<file path="src/rtl/ysyx_22040759_mem_stage_pkg.sv">
// Shared definitions for the MEM stage: widths, encodings and bus field offsets.
// Both pipeline buses are flat vectors; the offsets below locate each field.
package ysyx_22040759_mem_stage_pkg;

   localparam int XLEN     = 64;
   localparam int ES_BUS_W = 237;
   localparam int MS_BUS_W = 232;

   typedef enum logic [1:0] {
      SIZE_B = 2'd0,
      SIZE_H = 2'd1,
      SIZE_W = 2'd2,
      SIZE_D = 2'd3
   } mem_size_e;

   typedef enum logic [1:0] {
      WSEL_ALU = 2'd0,
      WSEL_MEM = 2'd1,
      WSEL_PC4 = 2'd2,
      WSEL_CSR = 2'd3
   } wreg_sel_e;

   typedef enum logic [1:0] {
      MS_IDLE = 2'd0,
      MS_REQ  = 2'd1,
      MS_WAIT = 2'd2,
      MS_DONE = 2'd3
   } ms_state_e;

   // {inst, reg_wen, rd, wreg_sel} travels unchanged from EX to WB.
   localparam int WB_INFO_W = 40;

   localparam int ES_PC_LSB   = 0;
   localparam int ES_ALU_LSB  = 64;
   localparam int ES_ST_LSB   = 128;
   localparam int ES_SIGN_BIT = 192;
   localparam int ES_SIZE_LSB = 193;
   localparam int ES_WEN_BIT  = 195;
   localparam int ES_REN_BIT  = 196;
   localparam int ES_WB_LSB   = 197;

   localparam int MS_PC_LSB    = 0;
   localparam int MS_ALU_LSB   = 64;
   localparam int MS_RDATA_LSB = 128;
   localparam int MS_WB_LSB    = 192;

   function automatic logic [7:0] size_mask(input logic [1:0] size);
      logic [7:0] mask;
      case (size)
         SIZE_B:  mask = 8'h01;
         SIZE_H:  mask = 8'h03;
         SIZE_W:  mask = 8'h0F;
         SIZE_D:  mask = 8'hFF;
         default: mask = 8'hFF;
      endcase
      return mask;
   endfunction

endpackage

</file>
<file path="src/rtl/ysyx_22040759_mem_stage_load_fmt.sv">
// Load data formatter: shifts the addressed bytes of the aligned doubleword
// down to bit 0, then sign- or zero-extends according to the access size.
module ysyx_22040759_load_fmt
   import ysyx_22040759_mem_stage_pkg::*;
(
   input  logic [XLEN-1:0] rdata,
   input  logic [2:0]      off,
   input  logic [1:0]      size,
   input  logic            sign,
   output logic [XLEN-1:0] result
);

   logic [XLEN-1:0] shifted;

   assign shifted = rdata >> {off, 3'b000};

   // extract the access width and extend it
   always_comb begin
      result = shifted;
      case (size)
         SIZE_B:  result = {{56{sign & shifted[7]}},  shifted[7:0]};
         SIZE_H:  result = {{48{sign & shifted[15]}}, shifted[15:0]};
         SIZE_W:  result = {{32{sign & shifted[31]}}, shifted[31:0]};
         SIZE_D:  result = shifted;
         default: result = shifted;
      endcase
   end

endmodule

</file>
<file path="src/rtl/ysyx_22040759_mem_stage.sv">
// MEM pipeline stage: latches the EX bundle, runs one data-memory access over
// req/gnt/rvalid, and holds the formatted result for write-back.
module ysyx_22040759_mem_stage
   import ysyx_22040759_mem_stage_pkg::*;
(
   input  logic                clk,
   input  logic                rst,
   input  logic                es_to_ms_valid,
   input  logic [ES_BUS_W-1:0] es_to_ms_bus,
   output logic                ms_allowin,
   input  logic                ws_allowin,
   output logic                ms_to_ws_valid,
   output logic [MS_BUS_W-1:0] ms_to_ws_bus,
   output logic                data_req,
   output logic                data_wr,
   output logic [XLEN-1:0]     data_addr,
   output logic [XLEN-1:0]     data_wdata,
   output logic [7:0]          data_wstrb,
   input  logic                data_gnt,
   input  logic                data_rvalid,
   input  logic [XLEN-1:0]     data_rdata
);

   ms_state_e           state;
   ms_state_e           state_next;
   logic                ms_valid;
   logic                ms_ready_go;
   logic                accept;
   logic [ES_BUS_W-1:0] bus;
   logic [XLEN-1:0]     rdata_reg;
   logic [XLEN-1:0]     load_data;

   logic                ren;
   logic                wen;
   logic                sign;
   logic [1:0]          size;
   logic [2:0]          off;
   logic [XLEN-1:0]     alu_result;
   logic [XLEN-1:0]     st_data;

   logic                next_wen;
   logic [1:0]          next_size;
   logic [2:0]          next_off;
   logic [15:0]         strb_wide;

   assign ren        = bus[ES_REN_BIT];
   assign wen        = bus[ES_WEN_BIT];
   assign sign       = bus[ES_SIGN_BIT];
   assign size       = bus[ES_SIZE_LSB +: 2];
   assign alu_result = bus[ES_ALU_LSB +: XLEN];
   assign st_data    = bus[ES_ST_LSB +: XLEN];
   assign off        = alu_result[2:0];

   assign ms_ready_go    = (state == MS_DONE);
   assign ms_allowin     = !ms_valid || (ms_ready_go && ws_allowin);
   assign accept         = es_to_ms_valid && ms_allowin;
   assign ms_to_ws_valid = ms_valid && ms_ready_go;

   assign data_addr  = {alu_result[XLEN-1:3], 3'b000};
   assign data_wdata = st_data << {off, 3'b000};

   assign ms_to_ws_bus[MS_WB_LSB +: WB_INFO_W] = bus[ES_WB_LSB +: WB_INFO_W];
   assign ms_to_ws_bus[MS_RDATA_LSB +: XLEN]   = rdata_reg;
   assign ms_to_ws_bus[MS_ALU_LSB +: XLEN]     = alu_result;
   assign ms_to_ws_bus[MS_PC_LSB +: XLEN]      = bus[ES_PC_LSB +: XLEN];

   ysyx_22040759_load_fmt u_load_fmt (
      .rdata  (data_rdata),
      .off    (off),
      .size   (size),
      .sign   (sign),
      .result (load_data)
   );

   // next-state: a new bundle always wins when the stage can accept
   always_comb begin
      state_next = state;
      if (ms_allowin) begin
         if (es_to_ms_valid) begin
            if (es_to_ms_bus[ES_REN_BIT] || es_to_ms_bus[ES_WEN_BIT]) begin
               state_next = MS_REQ;
            end else begin
               state_next = MS_DONE;
            end
         end else begin
            state_next = MS_IDLE;
         end
      end else begin
         case (state)
            MS_REQ: begin
               if (data_gnt) begin
                  state_next = (ren && !wen) ? MS_WAIT : MS_DONE;
               end else begin
                  state_next = MS_REQ;
               end
            end
            MS_WAIT: begin
               if (data_rvalid) begin
                  state_next = MS_DONE;
               end else begin
                  state_next = MS_WAIT;
               end
            end
            default: state_next = state;
         endcase
      end
   end

   // request attributes for the bundle that will sit in REQ next cycle
   always_comb begin
      next_wen  = wen;
      next_size = size;
      next_off  = off;
      if (accept) begin
         next_wen  = es_to_ms_bus[ES_WEN_BIT];
         next_size = es_to_ms_bus[ES_SIZE_LSB +: 2];
         next_off  = es_to_ms_bus[ES_ALU_LSB +: 3];
      end else begin
         next_wen  = wen;
         next_size = size;
         next_off  = off;
      end
      strb_wide = {8'h00, size_mask(next_size)} << next_off;
   end

   // control state, registered memory request outputs and load result
   always_ff @(posedge clk) begin
      if (rst) begin
         state      <= MS_IDLE;
         ms_valid   <= 1'b0;
         data_req   <= 1'b0;
         data_wr    <= 1'b0;
         data_wstrb <= 8'h00;
         rdata_reg  <= {XLEN{1'b0}};
      end else begin
         state      <= state_next;
         if (ms_allowin) begin
            ms_valid <= es_to_ms_valid;
         end
         data_req   <= (state_next == MS_REQ);
         data_wr    <= (state_next == MS_REQ) && next_wen;
         data_wstrb <= ((state_next == MS_REQ) && next_wen) ? strb_wide[7:0] : 8'h00;
         if (accept) begin
            rdata_reg <= {XLEN{1'b0}};
         end else if ((state == MS_WAIT) && data_rvalid) begin
            rdata_reg <= load_data;
         end
      end
   end

   // bundle register carries no reset; it is only meaningful while ms_valid
   always_ff @(posedge clk) begin
      if (accept) begin
         bus <= es_to_ms_bus;
      end
   end

endmodule
</file>
<file path="config.mk">
export PLATFORM = sky130hd
export DESIGN_NAME = ysyx_22040759_mem_stage
export DESIGN_NICKNAME = d
export VERILOG_FILES = /design/src/rtl/ysyx_22040759_mem_stage_pkg.sv /design/src/rtl/ysyx_22040759_mem_stage_load_fmt.sv /design/src/rtl/ysyx_22040759_mem_stage.sv
export SDC_FILE = /design/constraint.sdc
export NUM_CORES = 1
export LEC_CHECK = 0
export CAP_MARGIN = 40
export CORE_AREA = 2 2 267 269
export DETAILED_ROUTE_END_ITERATION = 8
export DIE_AREA = 0 0 269 271
export SETUP_SLACK_MARGIN = 0.4
export SYNTH_ARGS = -nofsm -noshare
export SYNTH_HDL_FRONTEND = slang
export SYNTH_HIERARCHICAL = 1
export SYNTH_SLANG_ARGS = --single-unit
</file>
<file path="constraint.sdc">
create_clock -name clk -period 13.5 [get_ports clk]
set_input_delay 2.7 -clock clk [delete_from_list [all_inputs] [get_ports clk]]
set_output_delay 2.7 -clock clk [all_outputs]
set_load 0.02 [all_outputs]
</file>
==> run metrics <==
status completed; fill count 6894; vias in the first global route 12300; placed cell area 0.0219 sq mm; CTS H-tree lvls 2; hold-fix buffers at CTS 0; RSZ-0062 raised after global routing no; max_cap viols 0; Slew headroom 0.438; most frequent cells in the layout clkdlybuf4s50_1, edfxtp_1, nand2_1; Seq cells post-synth 314; grt peak-use layer met2; vias per inst 4.34; first-pass GRT wire length 82700 um; Worst-Skew Late Latency 560 ps; data arrival time of the worst path 4160 ps; CP Capture Type primary output; GR Util met3 0.0551; kind of critical path in -> out; Critical Path RT 10800 ps; grt met2 use 0.268; post-CTS setup buffer count 0; Buffers on Ports 675; Post-synth EDFFs 237; max reg flops 237; Worst Hold Class reg -> reg; layout cell share with drive strength beyond 1 0.116; initial core utilization 0.230; ys async rst share 0; Final period util 0.508; Chip Height 271 um; Worst Skew 28.3 ps; CTS buffer count 38; leading cell type in the layout, fill and taps excluded clkdlybuf4s50_1; YS warnings 6; Clock Sinks 314; Final #Nets 2056; CTS-repair resized insts 0; Final min period 6860 ps; die span in x 269 um; fin. max-slew vios 0; crit-path max FO 8; setup TNS 0 ps; post-synthesis sequential area ratio 0.541; Ports 679; Max Freq 0.146 GHz; CTS root buf clkbuf_16; Avg Cell Area, Syn 12.1 sq um; clock buffer depth 3; global route overflow 0; GP Congestion 0.886; pwr dens 112 mW/mm^2; P_leak 7.99 nW; clk slew on worst S/H paths 60 ps; row count 97; Cell Area, Synth 0.0160 sq mm; Worst Max-Slew Pin Slew 840 ps; first-pass iteration count of the detailed router 5; Post-DRT Antenna Nets 0; cells after synthesis 1326; predominant post-synthesis flop cell edfxtp_1; design area 0.0231 sq mm; initial antenna violation count 3; post-synthesis cell type count 60; wire per inst 21.6 um; drt total wl 58800 um; Tot GR Track Use 0.154; largest net degree at the start of global routing 138; Die ar. 0.0729 sq mm; Residual DRC 0; Max IR drop VDD 0.0000981 V; met1 Resource Use GR 0.176; Post-DP HPWL 44400 um; CTS tree done; final setup fails 0; final count of hold timing violations 0; CP Launch Type input port; initial drt markers 775; Layout area overhead 44.3%; Core Area 0.0698 sq mm; detailed-route via count 11800
-- through the flow --
step | hold WS [ps] | util | instances | worst slack [ps] | power [mW]
after global placement | 444 | 0.314 | 2644 | 6590 | 1.62
after global routing | 472 | 0.331 | 2715 | 6560 | 2.70
final | 454 | 0.331 | 2719 | 6640 | 2.60
after detailed placement | 450 | 0.314 | 2646 | 6610 | 1.63
after CTS | 457 | 0.331 | 2715 | 6610 | 2.64
after floorplan | 535 | - | 1328 | 7030 | 1.41
-- cell type report --
cell class | instances | area (sq um) | share of cell area
sequential | 314 | 8660 | 0.375
clock inverter | 11 | 101 | 0.00439
tap | 940 | 1180 | 0.0509
antenna | 4 | 10.0 | 0.000433
inverter | 16 | 70.1 | 0.00303
multi-input combinational | 683 | 5100 | 0.221
clock buffer | 58 | 1070 | 0.0462
timing repair buffer | 693 | 6920 | 0.300
-- worst max-delay path: stages --
cell and delay [ps]:
clkdlybuf4s50_1 570, a21boi_4 110, inv_4 110, clkdlybuf4s50_1 670
-- kinds of logic after synthesis --
logic type,count (synthesis),share of synthesized area
buf+inv,331,0.143
other cells,1,0.000234
compound gates,184,0.0708
fa+ha+maj,3,0.00234
mux,141,0.132
simple gates,352,0.111
flops,314,0.541
-- routing by layer --
| layer | up-vias | wire (um) |
|---|---|---|
| met5 | - | 23 |
| met4 | 4 | 1220 |
| met3 | 72 | 5670 |
| met2 | 582 | 29300 |
| met1 | 5762 | 22600 |
| li1 | 5387 | - |
-- final timing paths --
kind                            slack [ps]            end  depth (start not counted)          start
worst max-delay path                  6640     ms_allowin                          4     ws_allowin
worst max register to register        9990  rdata_reg[62]                          9        bus[65]
worst min-delay path                   450  rdata_reg[35]                          2  rdata_reg[35]
worst min register to register         450  rdata_reg[35]                          2  rdata_reg[35]
-- power by group --
group,switching [mW],internal [mW],leakage [nW]
registers,0.0253,1.09,2.88
clock network,0.426,0.568,0.563
logic,0.246,0.242,4.54
-- cells in the mapped netlist, types with 2 or more instances --
library cell | count | area share
buf_4 | 237 | 0.11
edfxtp_1 | 237 | 0.44
nand2_1 | 186 | 0.044
a21oi_1 | 95 | 0.030
dfxtp_1 | 77 | 0.096
nor2_1 | 56 | 0.013
mux4_2 | 51 | 0.072
mux2i_1 | 45 | 0.028
mux2_2 | 34 | 0.024
clkbuf_1 | 33 | 0.0077
and2_1 | 23 | 0.0090
buf_2 | 23 | 0.0072
nand4_2 | 21 | 0.016
o21ai_0 | 17 | 0.0053
buf_6 | 16 | 0.011
o22ai_1 | 16 | 0.0062
a22oi_1 | 15 | 0.0070
inv_1 | 14 | 0.0033
nand4_1 | 12 | 0.0047
nand3_1 | 11 | 0.0034
nand3_2 | 10 | 0.0062
mux2_1 | 8 | 0.0056
nor2b_1 | 8 | 0.0031
o21ai_1 | 8 | 0.0025
o2bb2ai_1 | 7 | 0.0038
a211oi_1 | 6 | 0.0028
buf_1 | 6 | 0.0014
nor3_1 | 6 | 0.0019
nand2b_1 | 5 | 0.0020
ha_1 | 3 | 0.0023
o211ai_1 | 3 | 0.0014
a21o_1 | 2 | 0.00094
a221oi_1 | 2 | 0.0011
a22oi_2 | 2 | 0.0016
and3b_1 | 2 | 0.0011
mux2_4 | 2 | 0.0019
nor3b_1 | 2 | 0.00094
nor4_2 | 2 | 0.0016
o211a_1 | 2 | 0.0012
(Power assumes the default switching activity.)
